$ cat src/rtl/branch_resolver_pkg.sv
// Shared defaults for the branch resolver slice.
// Optional feature macro: BR_PERF_CNT_EN (perf counters).
package br_pkg;

  localparam int BR_ADDR_W = 32;
  localparam int BR_DEPTH  = 4;
  localparam int RESET_PC  = 0;

endpackage

$ cat src/rtl/branch_resolver_if.sv
// Fetch/EXE/predictor-update bundle of the branch resolver.
// BR_PERF_CNT_EN adds the perf counter outputs.
interface branch_resolver_if
  import br_pkg::*;
#(
  parameter int ADDR_W = BR_ADDR_W
);

  logic              fetch_valid;
  logic              fetch_pred;
  logic              fetch_ready;
  logic              exe_valid;
  logic              exe_taken;
  logic [ADDR_W-1:0] exe_target;
  logic [ADDR_W-1:0] exe_pc_plus4;
  logic              flush;
  logic [ADDR_W-1:0] redirect_pc;
  logic              upd_valid;
  logic              upd_taken;
  logic              underflow;
`ifdef BR_PERF_CNT_EN
  logic [31:0]       perf_branches;
  logic [31:0]       perf_mispredicts;
`endif

`ifdef BR_PERF_CNT_EN
  modport master (
    output fetch_valid, fetch_pred,
    output exe_valid, exe_taken,
    output exe_target, exe_pc_plus4,
    input  fetch_ready, flush, redirect_pc,
    input  upd_valid, upd_taken, underflow,
    input  perf_branches, perf_mispredicts
  );

  modport slave (
    input  fetch_valid, fetch_pred,
    input  exe_valid, exe_taken,
    input  exe_target, exe_pc_plus4,
    output fetch_ready, flush, redirect_pc,
    output upd_valid, upd_taken, underflow,
    output perf_branches, perf_mispredicts
  );
`else
  modport master (
    output fetch_valid, fetch_pred,
    output exe_valid, exe_taken,
    output exe_target, exe_pc_plus4,
    input  fetch_ready, flush, redirect_pc,
    input  upd_valid, upd_taken, underflow
  );

  modport slave (
    input  fetch_valid, fetch_pred,
    input  exe_valid, exe_taken,
    input  exe_target, exe_pc_plus4,
    output fetch_ready, flush, redirect_pc,
    output upd_valid, upd_taken, underflow
  );
`endif

endinterface

$ cat src/rtl/branch_resolver_pred_fifo.sv
// In-order queue of 1-bit branch predictions.
// Clear drops every entry (wrong-path flush).
module pred_fifo #(
  parameter int DEPTH = 4,
  localparam int PTR_W = $clog2(DEPTH)
) (
  input  logic clk,
  input  logic rst,
  input  logic push,
  input  logic din,
  input  logic pop,
  input  logic clear,
  output logic full,
  output logic empty,
  output logic head_data
);

  logic [DEPTH-1:0] mem;
  logic [PTR_W-1:0] head;
  logic [PTR_W-1:0] tail;
  logic [PTR_W:0]   count;
  logic             do_push;
  logic             do_pop;

  assign full      = count == (PTR_W+1)'(DEPTH);
  assign empty     = count == '0;
  assign head_data = mem[head];
  assign do_push   = push & ~full;
  assign do_pop    = pop & ~empty;

  // Pointer, occupancy and storage update; clear wins.
  always_ff @(posedge clk) begin
    if (rst) begin
      mem   <= '0;
      head  <= '0;
      tail  <= '0;
      count <= '0;
    end else if (clear) begin
      head  <= tail;
      count <= '0;
    end else begin
      if (do_push) begin
        mem[tail] <= din;
        tail      <= tail + 1'b1;
      end
      if (do_pop) begin
        head <= head + 1'b1;
      end
      unique case ({do_push, do_pop})
        2'b10:   count <= count + 1'b1;
        2'b01:   count <= count - 1'b1;
        default: count <= count;
      endcase
    end
  end

endmodule

$ cat src/rtl/branch_resolver.sv
// Resolves queued predictions against EXE outcomes in order.
// BR_PERF_CNT_EN adds saturating resolve/mispredict counters.
module branch_resolver
  import br_pkg::*;
#(
  parameter int DEPTH  = BR_DEPTH,
  parameter int ADDR_W = BR_ADDR_W
) (
  input logic clk,
  input logic rst,
  branch_resolver_if.slave bus
);

  logic full;
  logic empty;
  logic head_pred;
  logic resolve;
  logic mispred;
  logic push_ok;

  assign resolve = bus.exe_valid & ~empty;
  assign mispred = resolve & (head_pred != bus.exe_taken);
  assign push_ok = bus.fetch_valid & ~full & ~mispred;
  assign bus.fetch_ready = ~full;

  pred_fifo #(
    .DEPTH (DEPTH)
  ) u_fifo (
    .clk       (clk),
    .rst       (rst),
    .push      (push_ok),
    .din       (bus.fetch_pred),
    .pop       (resolve & ~mispred),
    .clear     (mispred),
    .full      (full),
    .empty     (empty),
    .head_data (head_pred)
  );

  // Registered update strobe, flush pulse and redirect target.
  always_ff @(posedge clk) begin
    if (rst) begin
      bus.flush       <= 1'b0;
      bus.redirect_pc <= ADDR_W'(RESET_PC);
      bus.upd_valid   <= 1'b0;
      bus.upd_taken   <= 1'b0;
      bus.underflow   <= 1'b0;
    end else begin
      bus.upd_valid <= resolve;
      bus.flush     <= mispred;
      if (resolve) begin
        bus.upd_taken <= bus.exe_taken;
      end
      if (mispred) begin
        bus.redirect_pc <= bus.exe_taken ? bus.exe_target
                                         : bus.exe_pc_plus4;
      end
      if (bus.exe_valid & empty) begin
        bus.underflow <= 1'b1;
      end
    end
  end

`ifdef BR_PERF_CNT_EN
  // Saturating resolve and mispredict counters.
  always_ff @(posedge clk) begin
    if (rst) begin
      bus.perf_branches    <= '0;
      bus.perf_mispredicts <= '0;
    end else begin
      if (resolve && bus.perf_branches != '1) begin
        bus.perf_branches <= bus.perf_branches + 1'b1;
      end
      if (mispred && bus.perf_mispredicts != '1) begin
        bus.perf_mispredicts <= bus.perf_mispredicts + 1'b1;
      end
    end
  end
`endif

endmodule

$ cat src/flat_wrapper.sv
// flat-port wrapper written by rule: the top's interface ports become plain ports
module branch_resolver_flat import br_pkg::*;
#(
  parameter int DEPTH  = BR_DEPTH,
  parameter int ADDR_W = BR_ADDR_W
)
  (clk, rst, bus_fetch_valid, bus_fetch_pred, bus_exe_valid, bus_exe_taken, bus_exe_target, bus_exe_pc_plus4, bus_fetch_ready, bus_flush, bus_redirect_pc, bus_upd_valid, bus_upd_taken, bus_underflow);
  branch_resolver_if #(.ADDR_W(ADDR_W)) bus_i ();
  input logic clk;
  input logic rst;
  input wire logic [$bits(bus_i.fetch_valid)-1:0] bus_fetch_valid;
  input wire logic [$bits(bus_i.fetch_pred)-1:0] bus_fetch_pred;
  input wire logic [$bits(bus_i.exe_valid)-1:0] bus_exe_valid;
  input wire logic [$bits(bus_i.exe_taken)-1:0] bus_exe_taken;
  input wire logic [$bits(bus_i.exe_target)-1:0] bus_exe_target;
  input wire logic [$bits(bus_i.exe_pc_plus4)-1:0] bus_exe_pc_plus4;
  output wire logic [$bits(bus_i.fetch_ready)-1:0] bus_fetch_ready;
  output wire logic [$bits(bus_i.flush)-1:0] bus_flush;
  output wire logic [$bits(bus_i.redirect_pc)-1:0] bus_redirect_pc;
  output wire logic [$bits(bus_i.upd_valid)-1:0] bus_upd_valid;
  output wire logic [$bits(bus_i.upd_taken)-1:0] bus_upd_taken;
  output wire logic [$bits(bus_i.underflow)-1:0] bus_underflow;
  assign bus_i.fetch_valid = bus_fetch_valid;
  assign bus_i.fetch_pred = bus_fetch_pred;
  assign bus_i.exe_valid = bus_exe_valid;
  assign bus_i.exe_taken = bus_exe_taken;
  assign bus_i.exe_target = bus_exe_target;
  assign bus_i.exe_pc_plus4 = bus_exe_pc_plus4;
  assign bus_fetch_ready = bus_i.fetch_ready;
  assign bus_flush = bus_i.flush;
  assign bus_redirect_pc = bus_i.redirect_pc;
  assign bus_upd_valid = bus_i.upd_valid;
  assign bus_upd_taken = bus_i.upd_taken;
  assign bus_underflow = bus_i.underflow;
  branch_resolver #(.DEPTH(DEPTH), .ADDR_W(ADDR_W)) u_core (.clk(clk), .rst(rst), .bus(bus_i));
endmodule
$ cat config.mk
export PLATFORM = sky130hd
export DESIGN_NAME = branch_resolver_flat
export DESIGN_NICKNAME = d
export VERILOG_FILES = /design/src/rtl/branch_resolver_pkg.sv /design/src/rtl/branch_resolver_if.sv /design/src/rtl/branch_resolver_pred_fifo.sv /design/src/rtl/branch_resolver.sv /design/src/flat_wrapper.sv
export SDC_FILE = /design/constraint.sdc
export NUM_CORES = 1
export LEC_CHECK = 0
export BUFFER_PORTS_ARGS = -buffer_cell sky130_fd_sc_hd__buf_2
export CORE_UTILIZATION = 39
export DETAILED_ROUTE_END_ITERATION = 16
export HOLD_SLACK_MARGIN = 0.15
export PLACE_DENSITY = 0.76
export SYNTH_ARGS = -nofsm -noshare
export SYNTH_HDL_FRONTEND = slang
export SYNTH_SLANG_ARGS = --single-unit
$ cat constraint.sdc
create_clock -name clk -period 6 [get_ports clk]
set_input_delay 0 -clock clk [delete_from_list [all_inputs] [get_ports clk]]
set_output_delay 0 -clock clk [all_outputs]
set_load 0.005 [all_outputs]
==> summary.txt <==
==============================================================================
Sinks on the clock net                                                      47
Worst voltage drop across the vdd grid                                132.1 uV
Pre-antenna DRT Iters                                                        4
Share of the clock period used by the worst path after layout           45.14%
Endpoint type of the worst setup path                                 register
Worst-margin pin slew                                                 819.8 ps
Net Sw Power                                                          278.7 uW
WL final                                                               5896 um
Sequential fraction of design power                                      45.7%
Worst clock skew                                                      6.921 ps
Dpl hpwl                                                               3364 um
Global-route wire length before repair                                 9660 um
Final Worst Setup Slack                                                3291 ps
Fraction of the mapped netlist area in adder cells                      3.873%
Routed wire length per instance                                       13.52 um
Count of distinct cell types in the synthesized netlist                     34
Synth Area in Compound Gates                                            18.84%
Antenna violations before repair                                             0
WP buf/inv                                                                   2
Number of global-route vias before repair                                2,050
# diodes                                                                     0
Total clock buffers created by CTS                                           5
Horiz. Die Dim                                                        75.94 um
Required time of the critical path                                     6200 ps
Initial core utilization                                                41.22%
Multiplexer share of the synthesized area                               18.96%
Placement Rows                                                              26
Power share of the combinational group                                   33.3%
Main combinational cell family by area after synthesis            multiplexers
Final setup violating endpoints                                              0
Sort of element at the start of the critical path                     register
CP Cell Sequence                                                  mux4_2 -> xor2_4 -> a21oi_2 -> inv_1 -> ha_1 -> inv_1 -> fa_1 -> xor2_1 -> nor2_1 -> xnor2_1 -> nor2_1
Final period demand of the worst path                                  2709 ps
GRT met2 Usage                                                          37.64%
Outcome                                                              completed
Worst slew margin                                                       45.23%
DR DRC count                                                                 0
Peak Freq                                                           0.3692 GHz
Clock tree from TritonCTS                                                built
Most heavily used metal layer in global routing                           met2
Final design area excluding fillers                                  3475 um^2
Cell family with most CP delay                                    multiplexers
Total grt overflow                                                           0
Largest net degree at the start of global routing                           36
Antenna-violating nets left                                                  0
Kind of critical path                                               reg -> reg
Routability congestion estimate                                         0.7944
Peak fanout along the critical path                                          8
Htree depth                                                                  2
Fraction of met3 tracks used by global routing                          4.578%
Net total in the final layout                                              441
Delay of the slowest cell on the worst path                             600 ps
Proportion of total power due to net switching                          31.76%
Average cell area after synthesis                                   10.93 um^2
Total number of vias                                                     2,094
Met1 Track Usage GR                                                     25.13%
Count of pins on the block boundary                                        107
Area of the mapped netlist                                           2132 um^2
Portion of the post-synthesis area used by sequential elements          44.13%
Total global-route track usage                                          21.11%
Minimum setup slack among reg-to-reg paths                             3290 ps
Ys Warns                                                                     0
Number of max-slew violations in the final report                            0
Full die area                                                        5766 um^2
Final standard cell utilization of the core                             67.17%
Drt first-iter violations                                                  121
Height of the chip                                                    75.94 um
Synth Area in XOR/XNOR                                                  3.345%
Clk pwr share                                                            21.1%
Post-synthesis to final-layout area growth                              62.97%
Placed cell area                                                     2689 um^2
Total Neg Setup Slack                                                     0 ps
Share of cells above drive strength 1                                   33.33%
RSZ-0062 raised after global routing                                        no
Number of port buffers                                                     106
Maximum capacitance violations                                               0
Clock tree root buffer cell                                       sky130_fd_sc_hd__clkbuf_8
CP arrival                                                             2910 ps
Internal power                                                        598.9 uW
Total Power Consumption                                               877.5 uW
Leakage Power                                                      0.001638 uW
Synthesized flop and latch total                                            47
Syn Inst Count                                                             195
Simple-gate portion of the synthesized area                             6.397%
Number of cells upsized or downsized after cts                               0
Syn nets                                                                   271
Share of flip-flops with an asynchronous set or reset                       0%
Worst min-delay path class                                           in -> reg
Average via count per standard cell                                      4.803
Standard cell with the maximum stage delay on the critical path   sky130_fd_sc_hd__mux4_2
Clock-pin slew on the worst setup and hold paths                         90 ps
Primary FF master, synth                                          sky130_fd_sc_hd__dfxtp_1
Setup Slack @ Placement                                                3279 ps
Number of enable flip-flop cells after synthesis                             0
Area of the core                                                     5172 um^2
Number of hold violations in the final report                                0
Clk Latency, worst-skew pair                                            290 ps
CTS max path bufs                                                            2
Pwr/cell area                                                     252.6 nW/um^2
==============================================================================
-- Yosys cell counts, drive strengths merged (2+ instances only) --
cell     count  area [um^2]
nand2        6        25.03
o2111ai      3        26.28
xor2         4        53.81
dfxtp       47        940.9
nand3        2        10.01
mux2i       37        370.4
xnor2        2        17.52
inv          7        26.28
clkbuf       6        22.52
a21oi        6        45.05
nand2b       7        43.79
nor2        10        37.54
buf          8        46.29
o2bb2ai     32        280.3
ha           5        62.56
-- through the flow --
| stage | instances | hold WS, ps |
|---|---|---|
| floorplan | 195 | 94.16 |
| global placement | 358 | 261.6 |
| detailed placement | 358 | 274.9 |
| finish | 436 | 357.5 |
| CTS | 436 | 330.2 |
| global route | 436 | 385.6 |
-- layer usage --
metal | vias to the layer above | wire length (um)
met5 | - | 0
met4 | 0 | 71
met3 | 8 | 286
met2 | 73 | 3044
met1 | 966 | 2494
li1 | 1047 | -
-- power by group through the flow --
| stage | registers [uW] | logic (uW) | clock network, uW |
|---|---|---|---|
| finish | 401 | 292 | 185 |
| global route | 409 | 321 | 207 |
| CTS | 399 | 291 | 192 |
| detailed placement | 406 | 247 | 0 |
| global placement | 406 | 242 | 0 |
| floorplan | 398 | 173 | 0 |
-- flip-flops by register name, summed over array words and instances, names as in the netlist --
register,count
u_core.bus.redirect_pc,32
u_core.u_fifo.mem,4
u_core.u_fifo.count,3
u_core.u_fifo.head,2
u_core.u_fifo.tail,2
u_core.bus.flush,1
u_core.bus.underflow,1
u_core.bus.upd_taken,1
u_core.bus.upd_valid,1
-- placed cells by master (no fill, tap or decap), types with 2 or more instances in the layout --
master,count
sky130_fd_sc_hd__inv_1,7
sky130_fd_sc_hd__clkbuf_8,5
sky130_fd_sc_hd__nor2_1,10
sky130_fd_sc_hd__a21oi_1,4
sky130_fd_sc_hd__xor2_1,3
sky130_fd_sc_hd__mux2i_1,37
sky130_fd_sc_hd__xnor2_1,2
sky130_fd_sc_hd__o2111ai_1,3
sky130_fd_sc_hd__dfxtp_1,47
sky130_fd_sc_hd__nand3_1,2
sky130_fd_sc_hd__ha_1,5
sky130_fd_sc_hd__dlygate4sd3_1,70
sky130_fd_sc_hd__nand2b_1,7
sky130_fd_sc_hd__o2bb2ai_1,32
sky130_fd_sc_hd__buf_2,106
sky130_fd_sc_hd__nand2_1,5
-- worst register-to-register path, delay by kind of cell, from the launching register on --
family,cells,cell delay (ps)
mux,1,600
fa+ha+maj,2,600
xor+xnor,3,580
flops,1,400
simple gates,2,160
buf+inv,2,150
compound gates,1,130
-- worst paths after layout --
check	cells past startpoint	startpoint	to
setup reg to reg	11	u_core.u_fifo.head[0]	u_core.u_fifo.count[2]
hold reg to reg	2	u_core.bus.upd_taken	u_core.bus.upd_taken
hold / removal	4	bus_exe_taken	u_core.bus.upd_taken
setup / recovery	11	u_core.u_fifo.head[0]	u_core.u_fifo.count[2]
-- cell families after synthesis --
group,count (synthesis)
buffers and inverters,21
flip-flops,47
adder cells (fa/ha/maj),6
AND/OR/NAND/NOR,28
AO/OA/AOI/OAI,48
multiplexers,39
XOR/XNOR,6
-- layout make-up --
cell class / instances / area, um^2
Tap cell: 70 / 87.58
Fill cell: 386 / 1698
Inverter: 7 / 26.28
Sequential cell: 47 / 940.9
Clock buffer: 6 / 72.57
Clock inverter: 2 / 12.51
Multi-Input combinational cell: 127 / 1096
Timing Repair Buffer: 177 / 1239
-- what timing repair did --
item                                    CTS  global route
hold endpoints to repair                 41             0
setup buffers                             0             0
endpoints found under the setup margin    0             0
hold buffers                             70             0
(Power assumes the default switching activity.)
